===== src/rtl/uart_decimal_rx.sv =====
`default_nettype none
// ============================================================================
// Module      : uart_decimal_rx
// Description : Serial receiver for the USB-UART line (8N1, LSB first) that
//               decodes ASCII decimal entries into a 14-bit binary value for
//               the 7-segment display path. Digits accumulate. CR or LF
//               commits the entry.
// Revision    : 1.0 - initial release
//
// Parameters  : CLK_FREQ   - system clock in Hz
//               BAUD       - line rate. Bit period = CLK_FREQ/BAUD clocks.
//               MAX_DIGITS - longest accepted entry. Longer entries are dropped.
// Macro       : UART_PARITY_EN - when defined, one even-parity bit follows the
//               data bits (8E1). A parity mismatch is treated like a bad stop
//               bit.
//
// Ports       : clk          in   system clock
//               rst_n        in   asynchronous active-low reset
//               rx           in   serial line, idle high, asynchronous to clk
//               number       out  last committed value (0..9999)
//               number_valid out  one-cycle pulse when number updates
//               frame_error  out  one-cycle pulse on a framing/parity failure
//               busy         out  high from start detection to stop sample
// ============================================================================
module uart_decimal_rx #(
  parameter int CLK_FREQ   = 100000000,
  parameter int BAUD       = 115200,
  parameter int MAX_DIGITS = 4
) (
  input  logic        clk,
  input  logic        rst_n,
  input  logic        rx,
  output logic [13:0] number,
  output logic        number_valid,
  output logic        frame_error,
  output logic        busy
);

  localparam int c_clks_per_bit = CLK_FREQ / BAUD;
  localparam int c_half_bit     = c_clks_per_bit / 2;
  localparam int c_cnt_w        = ($clog2(c_clks_per_bit) < 1) ? 1 : $clog2(c_clks_per_bit);
  localparam int c_dig_w        = ($clog2(MAX_DIGITS + 1) < 1) ? 1 : $clog2(MAX_DIGITS + 1);

  localparam logic [c_cnt_w-1:0] c_bit_last  = c_cnt_w'(c_clks_per_bit - 1);
  localparam logic [c_cnt_w-1:0] c_half_last = c_cnt_w'(c_half_bit - 1);
  localparam logic [c_dig_w-1:0] c_max_dig   = c_dig_w'(MAX_DIGITS);

  typedef enum logic [2:0] {
    S_IDLE   = 3'd0,
    S_START  = 3'd1,
    S_DATA   = 3'd2,
    S_PARITY = 3'd3,
    S_STOP   = 3'd4
  } state_t;

  // --------------------------------------------------------------------------
  // Input synchroniser and start-edge detection
  // --------------------------------------------------------------------------
  logic       r_rx_meta;
  logic       r_rx_sync;
  logic       r_rx_prev;
  logic [1:0] r_fill;
  logic       w_fall;

  // r_fill counts the clocks since reset release. The synchroniser and edge
  // flops come out of reset at 1, so an edge seen before they have all been
  // refilled from the real line would be false. A line held low at release
  // would otherwise look like a start bit.
  always_ff @(posedge clk or negedge rst_n) begin
    if (!rst_n) begin
      r_rx_meta <= 1'b1;
      r_rx_sync <= 1'b1;
      r_rx_prev <= 1'b1;
      r_fill    <= 2'd0;
    end else begin
      r_rx_meta <= rx;
      r_rx_sync <= r_rx_meta;
      r_rx_prev <= r_rx_sync;
      if (r_fill != 2'd3) begin
        r_fill <= r_fill + 2'd1;
      end
    end
  end

  assign w_fall = (r_fill == 2'd3) && r_rx_prev && !r_rx_sync;

  // --------------------------------------------------------------------------
  // Bit-level receive FSM
  // --------------------------------------------------------------------------
  state_t             r_state, w_state_next;
  logic [c_cnt_w-1:0] r_clk_cnt, w_clk_cnt_next;
  logic [2:0]         r_bit_cnt, w_bit_cnt_next;
  logic [7:0]         r_shift, w_shift_next;
  logic               r_par_err, w_par_err_next;
  logic               r_byte_valid, w_byte_valid_next;
  logic               r_frame_error, w_frame_error_next;

  always_ff @(posedge clk or negedge rst_n) begin
    if (!rst_n) begin
      r_state       <= S_IDLE;
      r_clk_cnt     <= '0;
      r_bit_cnt     <= '0;
      r_shift       <= '0;
      r_par_err     <= 1'b0;
      r_byte_valid  <= 1'b0;
      r_frame_error <= 1'b0;
    end else begin
      r_state       <= w_state_next;
      r_clk_cnt     <= w_clk_cnt_next;
      r_bit_cnt     <= w_bit_cnt_next;
      r_shift       <= w_shift_next;
      r_par_err     <= w_par_err_next;
      r_byte_valid  <= w_byte_valid_next;
      r_frame_error <= w_frame_error_next;
    end
  end

  always_comb begin
    w_state_next       = r_state;
    w_clk_cnt_next     = r_clk_cnt + 1'b1;
    w_bit_cnt_next     = r_bit_cnt;
    w_shift_next       = r_shift;
    w_par_err_next     = r_par_err;
    w_byte_valid_next  = 1'b0;
    w_frame_error_next = 1'b0;

    case (r_state)
      S_IDLE: begin
        w_clk_cnt_next = '0;
        if (w_fall) begin
          w_state_next   = S_START;
          w_bit_cnt_next = '0;
          w_par_err_next = 1'b0;
        end
      end

      // Sample mid start bit. A high line here was a glitch and is dropped
      // silently.
      S_START: begin
        if (r_clk_cnt == c_half_last) begin
          w_clk_cnt_next = '0;
          w_state_next   = r_rx_sync ? S_IDLE : S_DATA;
        end
      end

      S_DATA: begin
        if (r_clk_cnt == c_bit_last) begin
          w_clk_cnt_next = '0;
          w_shift_next   = {r_rx_sync, r_shift[7:1]};
          w_bit_cnt_next = r_bit_cnt + 1'b1;
          if (r_bit_cnt == 3'd7) begin
`ifdef UART_PARITY_EN
            w_state_next = S_PARITY;
`else
            w_state_next = S_STOP;
`endif
          end
        end
      end

`ifdef UART_PARITY_EN
      // Even parity: the data bits and the parity bit XOR to zero.
      S_PARITY: begin
        if (r_clk_cnt == c_bit_last) begin
          w_clk_cnt_next = '0;
          w_par_err_next = r_rx_sync ^ (^r_shift);
          w_state_next   = S_STOP;
        end
      end
`endif

      S_STOP: begin
        if (r_clk_cnt == c_bit_last) begin
          w_clk_cnt_next = '0;
          w_state_next   = S_IDLE;
          if (r_rx_sync && !r_par_err) begin
            w_byte_valid_next = 1'b1;
          end else begin
            w_frame_error_next = 1'b1;
          end
        end
      end

      default: begin
        w_state_next = S_IDLE;
      end
    endcase
  end

  // --------------------------------------------------------------------------
  // Entry decoder: runs on the cycle after the stop sample. r_shift holds the
  // received byte until the next frame's data phase begins.
  // --------------------------------------------------------------------------
  logic [13:0]        r_acc;
  logic [c_dig_w-1:0] r_dig_cnt;
  logic               r_ovf;
  logic [13:0]        r_number;
  logic               r_number_valid;
  logic               w_is_digit;
  logic               w_is_term;
  logic [13:0]        w_acc_next;

  assign w_is_digit = (r_shift >= 8'h30) && (r_shift <= 8'h39);
  assign w_is_term  = (r_shift == 8'h0D) || (r_shift == 8'h0A);
  // acc*10 + digit as shift-and-add. With MAX_DIGITS=4 the result fits in 14 bits.
  assign w_acc_next = (r_acc << 3) + (r_acc << 1) + {10'd0, r_shift[3:0]};

  always_ff @(posedge clk or negedge rst_n) begin
    if (!rst_n) begin
      r_acc          <= '0;
      r_dig_cnt      <= '0;
      r_ovf          <= 1'b0;
      r_number       <= '0;
      r_number_valid <= 1'b0;
    end else begin
      r_number_valid <= 1'b0;
      if (r_frame_error) begin
        r_acc     <= '0;
        r_dig_cnt <= '0;
        r_ovf     <= 1'b0;
      end else if (r_byte_valid) begin
        if (w_is_digit) begin
          if (r_dig_cnt < c_max_dig) begin
            r_acc     <= w_acc_next;
            r_dig_cnt <= r_dig_cnt + 1'b1;
          end else begin
            r_ovf <= 1'b1;
          end
        end else begin
          // A terminator on an empty entry (the LF of CRLF) commits nothing.
          if (w_is_term && (r_dig_cnt != '0) && !r_ovf) begin
            r_number       <= r_acc;
            r_number_valid <= 1'b1;
          end
          r_acc     <= '0;
          r_dig_cnt <= '0;
          r_ovf     <= 1'b0;
        end
      end
    end
  end

  assign number       = r_number;
  assign number_valid = r_number_valid;
  assign frame_error  = r_frame_error;
  assign busy         = (r_state != S_IDLE);

endmodule
`default_nettype wire


===== config.mk =====
export PLATFORM = sky130hd
export DESIGN_NAME = uart_decimal_rx
export DESIGN_NICKNAME = d
export VERILOG_FILES = /design/src/rtl/uart_decimal_rx.sv
export SDC_FILE = /design/constraint.sdc
export NUM_CORES = 1
export LEC_CHECK = 0
export ABC_AREA = 1
export BUFFER_PORTS_ARGS = -buffer_cell sky130_fd_sc_hd__buf_2
export CAP_MARGIN = 20
export CORE_MARGIN = 5
export CORE_UTILIZATION = 42
export CTS_BUF_LIST = sky130_fd_sc_hd__clkbuf_4 sky130_fd_sc_hd__clkbuf_8
export DETAILED_ROUTE_END_ITERATION = 10
export PLACE_DENSITY = 0.63
export REMOVE_ABC_BUFFERS = 1
export SYNTH_ARGS = -nofsm -noshare
export SYNTH_HDL_FRONTEND = slang
export SYNTH_SLANG_ARGS = --single-unit

===== constraint.sdc =====
create_clock -name clk -period 4 [get_ports clk]
set_clock_uncertainty 0.1 [all_clocks]
set_input_delay 0.8 -clock clk [delete_from_list [all_inputs] [get_ports clk]]
set_output_delay 0.8 -clock clk [all_outputs]
set_load 0.05 [all_outputs]

==> qor.txt, run 1 <==
sequential share of power: 47.1%
first-pass GRT wire length: 12.9 mm
clk slew on worst S/H paths: 0.08 ns
Critical R2R Capture: r_acc[8]
CTS resizes: 0
Fin. Hold Viols: 0
Ports: 20
DRC viols: 0
Detail Placement HPWL: 5.45 mm
P&R area growth vs syn: 12.0%
Int Power: 1160 uW
sequential share of the synthesized area: 43.5%
CTS sink cnt: 64
Skew-Pair Late Insertion Delay: 0.34 ns
CP startpoint kind: flop
layout cell share with drive strength beyond 1: 14.0%
row count: 34
crit path from: r_shift[3]
max-slew violation count: 0
pin count of the biggest net entering global routing: 41
max-cap violations: 0
leading area contributor after synthesis: dfrtp_1
Syn Std Cell Area: 0.00369 mm^2
DIE AREA: 0.0108 mm^2
Least-Margin Pin Slew: 0.583 ns
CP endpoint kind: flop
gpl congestion: 0.863
clock period minus worst slack: 2.38 ns
crit path kind: reg2reg
maximum vdd drop: 299 uV
flop2flop setup slack: 1.62 ns
Arr. time, crit path: 2.49 ns
CTS max path bufs: 2
Fillers: 825
FF-to-FF Start: r_shift[3]
outcome: completed
YS warnings: 0
post-route worst setup slack: 1.62 ns
final instance area: 0.00413 mm^2
CTS Buf Count: 9
Gate power share: 9.5%
initial core utilization: 42.7%
RSZ-0062 raised after global routing: false
Synth Register Bits: 64
Vias/cell: 4.94
power share of the clock group: 43.4%
most frequent cells in the layout: 129 x nand2_1, 69 x inv_1, 61 x dfrtp_1
htree depth: 3
ANT nets after route: 0
CP Data Required Time: 4.12 ns
PwrDens: 376 mW/mm^2
post-placement cell area: 0.00389 mm^2
Hold Path Depth: 0
area fraction of the dominant cell type after synthesis: 41.4%
clock tree from TritonCTS: done
commonest non-fill, non-tap cell in the layout: nand2_1
LEAKAGE: 0.00223 uW
sw power: 399 uW
DR iter-0 viols: 126
CTS Root Cell: clkbuf_8
FMAX: 421 MHz
final setup TNS: 0 ns
Hold EP: r_rx_sync
Post-Route WL: 7.21 mm
number of library cell types mapped by synthesis: 34
Cells after Synth: 455
die width: 104 um
Setup Viol. Count Final: 0
Finished Core Util: 47.9%
share of async-settable or async-resettable flops after synthesis: 100%
period utilization: 59.4%
core area: 0.00864 mm^2
syn avg cell area: 8.11 um^2
diodes inserted: 0
number of enable flip-flop cells after synthesis: 0
vias in the first global route: 2997
Die Y: 104 um
Hold Path Class: reg2reg
final net count: 515
gr usage total: 14.3%
GR Overflow Total: 0
CP max FO: 4
DP Worst Slack: 1.63 ns
Slew HR: 61.1%
hold bufs inserted after CTS: 0
Avg WL per Cell: 12.1 um
number of port buffers: 19
initial antenna violation count: 0
switching share of power: 25.7%
top cells by area, synth: dfrtp_1 41%, nand2_1 13%, ha_1 9.8%
min-delay src: r_rx_meta
Pre-Repair DR Iteration Count: 4
via count: 2934
R2R depth: 9
setup bufs post-CTS: 0
commonest register cell after synthesis: dfrtp_1
## synth_stat cells, types with 2 or more instances
cell type	number
a21oi_1	10
a31oi_1	5
buf_2	3
dfrtp_1	61
dfstp_2	3
fa_1	2
ha_1	29
inv_1	69
inv_2	5
nand2_1	129
nand2_2	6
nand3_1	29
nand3_4	2
nand3b_1	3
nand4_1	7
nor2_1	38
nor2_2	2
nor3_2	2
o21ai_0	6
o21ai_1	17
o21ai_2	7
o22ai_1	5
xnor2_1	2
xor2_1	3
## registers in the layout, summed over array words and instances, names as in the netlist
signal,cells
frame_error,1
number,14
number_valid,1
r_acc,14
r_bit_cnt,3
r_byte_valid,1
r_clk_cnt,10
r_dig_cnt,3
r_fill,2
r_ovf,1
r_rx_meta,1
r_rx_prev,1
r_rx_sync,1
r_shift,8
r_state,3
## cells by family (layout without fill, tap and decap cells)
family / Yosys count / in the layout / synth area share (%)
mux: 1 / 1 / 0.305
buf+inv: 79 / 110 / 8.55
xor+xnor: 5 / 5 / 1.19
simple gates: 222 / 222 / 27.0
compound gates: 53 / 53 / 8.58
fa+ha+maj: 31 / 31 / 10.9
flops: 64 / 64 / 43.5
## worst max path at each step
stage	end	cells past startpoint
after detailed placement	r_acc[8]	9
after floorplan	r_acc[8]	9
after global routing	r_acc[8]	9
after global placement	r_acc[8]	9
final	r_acc[8]	9
after CTS	r_acc[8]	9
## critical path, cell delays in order, from the launching register on
cell     delay (ns)
dfrtp_1        0.37
inv_1          0.09
fa_1           0.53
fa_1           0.49
nor2_1         0.16
nor2_1         0.08
o21ai_0        0.23
nand2_1        0.08
nand2_1        0.06
o21ai_0        0.07
## routing by layer
layer	track usage (%)	vias to the layer above	share of wire [%]	routed length [um]
met2	25.0	43	50	3590
li1	-	1509	-	-
met1	17.2	1378	46	3290
met4	3.05	0	0.61	44
met5	0	-	0	0
met3	4.54	4	3.9	282
## power by group through the flow
stage | Clock (uW) | Sequential (uW) | Combinational [uW]
after CTS | 699 | 731 | 150
final | 675 | 732 | 148
after detailed placement | 0 | 743 | 150
after floorplan | 0 | 733 | 111
after global routing | 720 | 737 | 176
after global placement | 0 | 742 | 143
## through the flow
stage	cells	power, uW	hold slack (ns)
2_1_floorplan	450	844	0.245
3_3_place_gp	578	885	0.245
3_5_place_dp	578	894	0.247
4_1_cts	594	1580	0.259
5_1_grt	594	1630	0.269
6_report	594	1550	0.257
## cell type report
class                      instances  area (um^2)  area share [%]
clock buffer                       9          124            3.00
clock inverter                     7          120            2.91
inverter                          74          278            6.72
multi-input combinational        312         1770            42.8
sequential                        64         1610            38.8
tap                              108          135            3.27
timing repair buffer              20          103            2.48
No activity file was read; power rests on OpenSTA's default activity.
==> run 2, diff against run 1 <==
- ABC_AREA: 1 -> 0
- PLACE_DENSITY: 0.63 -> 0.64
- clock period: 4 -> 2.25 ns (I/O delays scaled with it)
==> qor.txt, run 2 <==
first-pass GRT wire length: 12.0 mm (-7.5%)
P&R area growth vs syn: 29.3%
area of the multi-input gates: 0.00185 mm^2 (+4.5%)
flop2flop setup slack: -0.16 ns (-1.78 ns)
number of library cell types mapped by synthesis: 47 (+38%)
htree depth: 3 (unchanged)
maximum vdd drop: 554 uV (+85%)
FF-to-FF Start: r_acc[1]
leading area contributor after synthesis: dfrtp_1
CP endpoint kind: flop
GR Overflow Total: 0 (unchanged)
LEAKAGE: 0.00213 uW (-4.7%)
R2R depth: 9 (unchanged)
Least-Margin Pin Slew: 0.500 ns (-0.0834 ns)
share of async-settable or async-resettable flops after synthesis: 100% (unchanged)
DR iter-0 viols: 76 (-40%)
gr usage total: 14.9% (+0.55 points)
PwrDens: 565 mW/mm^2 (+50%)
Critical R2R Capture: r_acc[12]
ANT nets after route: 0 (unchanged)
clock tree from TritonCTS: done
DRC viols: 0 (unchanged)
period utilization: 107% (+48 points)
max-slew violation count: 0 (unchanged)
CTS Root Cell: clkbuf_8
Post-Route WL: 7.01 mm (-2.7%)
final instance area: 0.00437 mm^2 (+5.7%)
pin count of the biggest net entering global routing: 41 (unchanged)
Avg WL per Cell: 14.1 um (+16%)
Arr. time, crit path: 2.53 ns (+0.04 ns)
via count: 2617 (-11%)
CTS max path bufs: 2 (unchanged)
area fraction of the dominant cell type after synthesis: 45.2% (+3.8 points)
FMAX: 415 MHz (-1.4%)
Syn Std Cell Area: 0.00338 mm^2 (-8.4%)
Slew HR: 66.7% (+5.6 points)
Setup Viol. Count Final: 7 (+7)
initial core utilization: 43.5% (+0.78 points)
RSZ-0062 raised after global routing: true
crit path from: r_acc[1]
CP startpoint kind: flop
Ports: 20 (unchanged)
clock period minus worst slack: 2.41 ns (+0.0328 ns)
post-route worst setup slack: -0.158 ns (-1.78 ns)
Pre-Repair DR Iteration Count: 4 (unchanged)
Detail Placement HPWL: 5.04 mm (-7.5%)
final net count: 424 (-18%)
top cells by area, synth: dfrtp_1 45%, ha_1 11%, mux2_2 7.7%
final setup TNS: -0.537 ns (-0.537 ns)
row count: 32 (-5.9%)
Synth Register Bits: 64 (unchanged)
Skew-Pair Late Insertion Delay: 0.34 ns (about the same)
crit path kind: reg2reg
core area: 0.00777 mm^2 (-10%)
layout cell share with drive strength beyond 1: 36.7% (+23 points)
sequential share of the synthesized area: 47.5% (+4.0 points)
outcome: finished with violations
Die Y: 99.7 um (-3.9%)
CP Data Required Time: 2.38 ns (-1.74 ns)
YS warnings: 0 (unchanged)
CTS Buf Count: 9 (unchanged)
initial antenna violation count: 0 (unchanged)
clk slew on worst S/H paths: 0.07 ns (about the same)
Fillers: 690 (-16%)
storage element area: 0.00161 mm^2 (unchanged)
max-cap violations: 0 (unchanged)
CTS sink cnt: 64 (unchanged)
Synth top cells by count: 61 x dfrtp_1, 29 x ha_1, 26 x nor2_1
commonest register cell after synthesis: dfrtp_1
Fin. Hold Viols: 0 (unchanged)
Worst Setup EP: r_acc[12]
number of port buffers: 19 (unchanged)
commonest non-fill, non-tap cell in the layout: dfrtp_1
diodes inserted: 0 (unchanged)
post-placement cell area: 0.00392 mm^2 (+0.74%)
Hold Path Class: in2reg
die width: 99.7 um (-3.9%)
Vias/cell: 5.27 (+6.6%)
Cells after Synth: 311 (-32%)
most frequent cells in the layout: 61 x dfrtp_1, 52 x buf_4, 25 x nand2_1, 25 x nor2_1, 23 x mux2_2
vias in the first global route: 2583 (-14%)
top-count cell post-synth: dfrtp_1
number of enable flip-flop cells after synthesis: 0 (unchanged)
failing checks: negative setup slack
DIE AREA: 0.00994 mm^2 (-7.6%)
CP max FO: 3 (-1)
syn avg cell area: 10.9 um^2 (+34%)
gpl congestion: 0.814 (-5.8%)
run 2: changes by cell type after synthesis, moves of 5 or more:
cell | before | now
o21ai_1 | 17 | 4
a22o_1 | 0 | 5
nand2_1 | 129 | 25
nand2_2 | 6 | 0
o21ai_2 | 7 | 1
nand3_1 | 29 | 7
xnor2_1 | 2 | 10
nor3_1 | 1 | 7
o22ai_1 | 5 | 0
inv_2 | 5 | 0
nor2_1 | 38 | 26
mux2_2 | 1 | 23
inv_1 | 69 | 18
run 2: worst min-delay path by stage:
stage	startpoint	end	slack, ns	depth (start not counted)
2_1_floorplan	rst_n	frame_error	0.05	0
3_3_place_gp	r_rx_meta	r_rx_sync	0.25	0
3_5_place_dp	r_rx_meta	r_rx_sync	0.25	0
4_1_cts	rx	r_rx_meta	0.08	1
5_1_grt	rx	r_rx_meta	0.08	1
6_report	rx	r_rx_meta	0.10	1
run 2: per-layer routing:
layer	up-vias	track usage (%)	routed length [um]
met2	34	24.8	3520
met5	-	0	0
li1	1286	-	-
met4	0	5.04	112
met3	12	3.93	229
met1	1285	18.7	3150
run 2: worst max-delay path: stages (launching register included):
cell	delay, ns
dfrtp_1	0.41
ha_1	0.29
ha_2	0.18
inv_2	0.04
fa_2	0.41
nor2b_4	0.16
o2111ai_4	0.15
a31oi_1	0.22
o21ai_1	0.08
a32o_1	0.26
run 2: stage by stage:
step           setup slack, ns  utilization [%]  std cells  hold slack, ns  power [uW]
2_1_floorplan           -0.494                -        305          0.0544        1380
3_3_place_gp            -0.218             50.5        471           0.248        1460
3_5_place_dp            -0.311             50.5        471           0.249        1470
4_1_cts                 -0.150             54.8        492          0.0819        2480
5_1_grt                 -0.273             56.3        497          0.0825        2590
6_report                -0.158             56.3        497           0.103        2470
run 2: logic make-up after synthesis:
family                   share of synthesized area, %
AO/OA/AOI/OAI                                    10.6
XOR/XNOR                                         3.89
adder cells (fa/ha/maj)                          12.2
buffers and inverters                            2.78
flip-flops                                       47.5
multiplexers                                     7.96
AND/OR/NAND/NOR                                  15.1
run 2: layout make-up:
| type | count | share of cell area [%] |
|---|---|---|
| multi-input combinational | 223 | 42.3 |
| tap | 102 | 2.92 |
| sequential | 64 | 36.7 |
| clock inverter | 5 | 1.29 |
| clock buffer | 11 | 3.32 |
| timing repair buffer | 74 | 11.9 |
| inverter | 18 | 1.55 |
run 2: what timing repair did:
item                       CTS  global route
setup endpoints to repair    9            18
hold endpoints to repair     4             0
hold buffers                 1             0
gates resized for setup     19            12
buffers inserted             4             4
cloned                       0             1
pin swaps                   18             7
run 2: where the power goes:
group / switching [uW] / total (uW) / internal (uW)
clock network: 443 / 995 / 552
logic: 112 / 216 / 104
registers: 58.8 / 1260 / 1200
total: 614 / 2470 / 1850
==> run 3, diff against run 2 <==
- BUFFER_PORTS_ARGS: -buffer_cell sky130_fd_sc_hd__buf_2 -> -buffer_cell sky130_fd_sc_hd__buf_4
==> qor.txt, run 3 (synthesized netlist as in run 2, its figures left out) <==
gpl congestion: 0.863 (+6.0%)
CTS Buf Count: 9 (unchanged)
post-placement cell area: 0.00401 mm^2 (+2.2%)
CTS sink cnt: 64 (unchanged)
CTS max path bufs: 2 (unchanged)
Least-Margin Pin Slew: 0.343 ns (-0.157 ns)
first-pass GRT wire length: 12.0 mm (+0.29%)
final instance area: 0.00447 mm^2 (+2.3%)
htree depth: 3 (unchanged)
Die Y: 99.7 um (unchanged)
final net count: 423 (-0.24%)
LEAKAGE: 0.00216 uW (+1.6%)
period utilization: 109% (+1.7 points)
Setup Viol. Count Final: 8 (+1)
crit path kind: reg2reg
PwrDens: 595 mW/mm^2 (+5.3%)
Slew HR: 77.0% (+10 points)
post-route worst setup slack: -0.197 ns (-0.0386 ns)
most frequent cells in the layout: 69 x buf_4, 61 x dfrtp_1, 25 x nand2_1, 25 x nor2_1, 23 x mux2_2
commonest non-fill, non-tap cell in the layout: buf_4
pin count of the biggest net entering global routing: 65 (+59%)
Pre-Repair DR Iteration Count: 5 (+1)
Ports: 20 (unchanged)
Detail Placement HPWL: 4.96 mm (-1.8%)
Post-Layout Cell Count: 496 (-0.20%)
initial core utilization: 43.5% (unchanged)
failing checks: negative setup slack
ANT nets after route: 0 (unchanged)
CP Data Required Time: 2.38 ns (about the same)
CP max FO: 4 (+1)
final setup TNS: -1.27 ns (-0.732 ns)
clk slew on worst S/H paths: 0.07 ns (about the same)
maximum vdd drop: 557 uV (+0.55%)
row count: 32 (unchanged)
Arr. time, crit path: 2.58 ns (+0.05 ns)
core area: 0.00777 mm^2 (unchanged)
clock period minus worst slack: 2.45 ns (+0.0386 ns)
via count: 2567 (-1.9%)
dpl cells: 473 (+0.42%)
Post-Route WL: 7.06 mm (+0.66%)
die width: 99.7 um (unchanged)
Fillers: 645 (-6.5%)
max-cap violations: 0 (unchanged)
Hold Path Class: in2reg
P&R area growth vs syn: 32.3%
CTS Root Cell: clkbuf_8
initial antenna violation count: 0 (unchanged)
Fin. Hold Viols: 0 (unchanged)
DRC viols: 0 (unchanged)
GR Overflow Total: 0 (unchanged)
clock tree from TritonCTS: done
vias in the first global route: 2597 (+0.54%)
storage element area: 0.00161 mm^2 (unchanged)
CP endpoint kind: flop
DR iter-0 viols: 106 (+39%)
layout cell share with drive strength beyond 1: 38.8% (+2.1 points)
max-slew violation count: 0 (unchanged)
diodes inserted: 0 (unchanged)
RSZ-0062 raised after global routing: true
area of the multi-input gates: 0.00185 mm^2 (+0.20%)
Skew-Pair Late Insertion Delay: 0.35 ns (about the same)
DIE AREA: 0.00994 mm^2 (unchanged)
outcome: finished with violations
number of port buffers: 19 (unchanged)
FMAX: 409 MHz (-1.6%)
Avg WL per Cell: 14.2 um (+0.86%)
CP startpoint kind: flop
gr usage total: 15.1% (+0.18 points)
Vias/cell: 5.18 (-1.7%)
-- run 3: cell count changes in the layout (fill, tap and decap cells not counted), sizes merged --
cell,delta
buf,-1
bufinv,+2
clkbuf,-1
clkinv,-1
-- run 3: what timing repair did --
item                                    in CTS  in global routing
hold endpoints to repair                     9                  0
endpoints found under the setup margin       7                 22
hold buffers                                 1                  0
resized for setup                           21                 18
pin swaps                                   18                 13
setup buffers                                4                  2
-- run 3: through the flow --
| stage | power, uW | hold WS, ns | setup slack (ns) | utilization [%] |
|---|---|---|---|---|
| 2_1_floorplan | 1380 | 0.0544 | -0.494 | - |
| 3_3_place_gp | 1480 | 0.247 | -0.218 | 51.6 |
| 3_5_place_dp | 1480 | 0.249 | -0.265 | 51.6 |
| 4_1_cts | 2700 | 0.0830 | -0.159 | 56.4 |
| 5_1_grt | 2790 | 0.0852 | -0.278 | 57.6 |
| 6_report | 2660 | 0.104 | -0.197 | 57.6 |
-- run 3: critical path, cell delays in order (launching register included) --
cell	delay (ns)
dfrtp_1	0.38
inv_2	0.05
fa_2	0.59
buf_4	0.12
inv_2	0.04
ha_4	0.27
a21oi_4	0.06
nor2_4	0.13
o2111ai_2	0.13
a31o_2	0.23
a32o_1	0.24
-- run 3: layer usage --
layer  GRT usage (%)  wire, um  up-vias
met2            24.3      3490       36
met3            4.49       279        8
met1            19.7      3220     1259
li1                -         -     1264
met4            4.20        68        0
met5               0         0        -
-- run 3: layout make-up --
class,count,area share [%]
sequential,64,35.9
clock inverter,6,2.41
multi-input combinational,223,41.4
tap,102,2.85
timing repair buffer,73,13.0
clock buffer,10,2.94
inverter,18,1.51
-- run 3: power by group --
group | total (uW) | internal [uW] | switching [uW]
combinational | 206 | 96.5 | 109
clock | 1200 | 744 | 455
sequential | 1260 | 1200 | 57.9
total | 2660 | 2040 | 622
-- run 3: worst paths after layout --
check / startpoint / to / slack, ns / cells past startpoint
min in group asynchronous: rst_n / r_acc[11] / 0.51 / 3
min reg2reg: r_rx_meta / r_rx_sync / 0.26 / 0
max: r_acc[0] / r_acc[13] / -0.20 / 10
min: rx / r_rx_meta / 0.10 / 1
max reg2reg: r_acc[0] / r_acc[13] / -0.20 / 10
max in group asynchronous: rst_n / r_rx_sync / 1.19 / 3
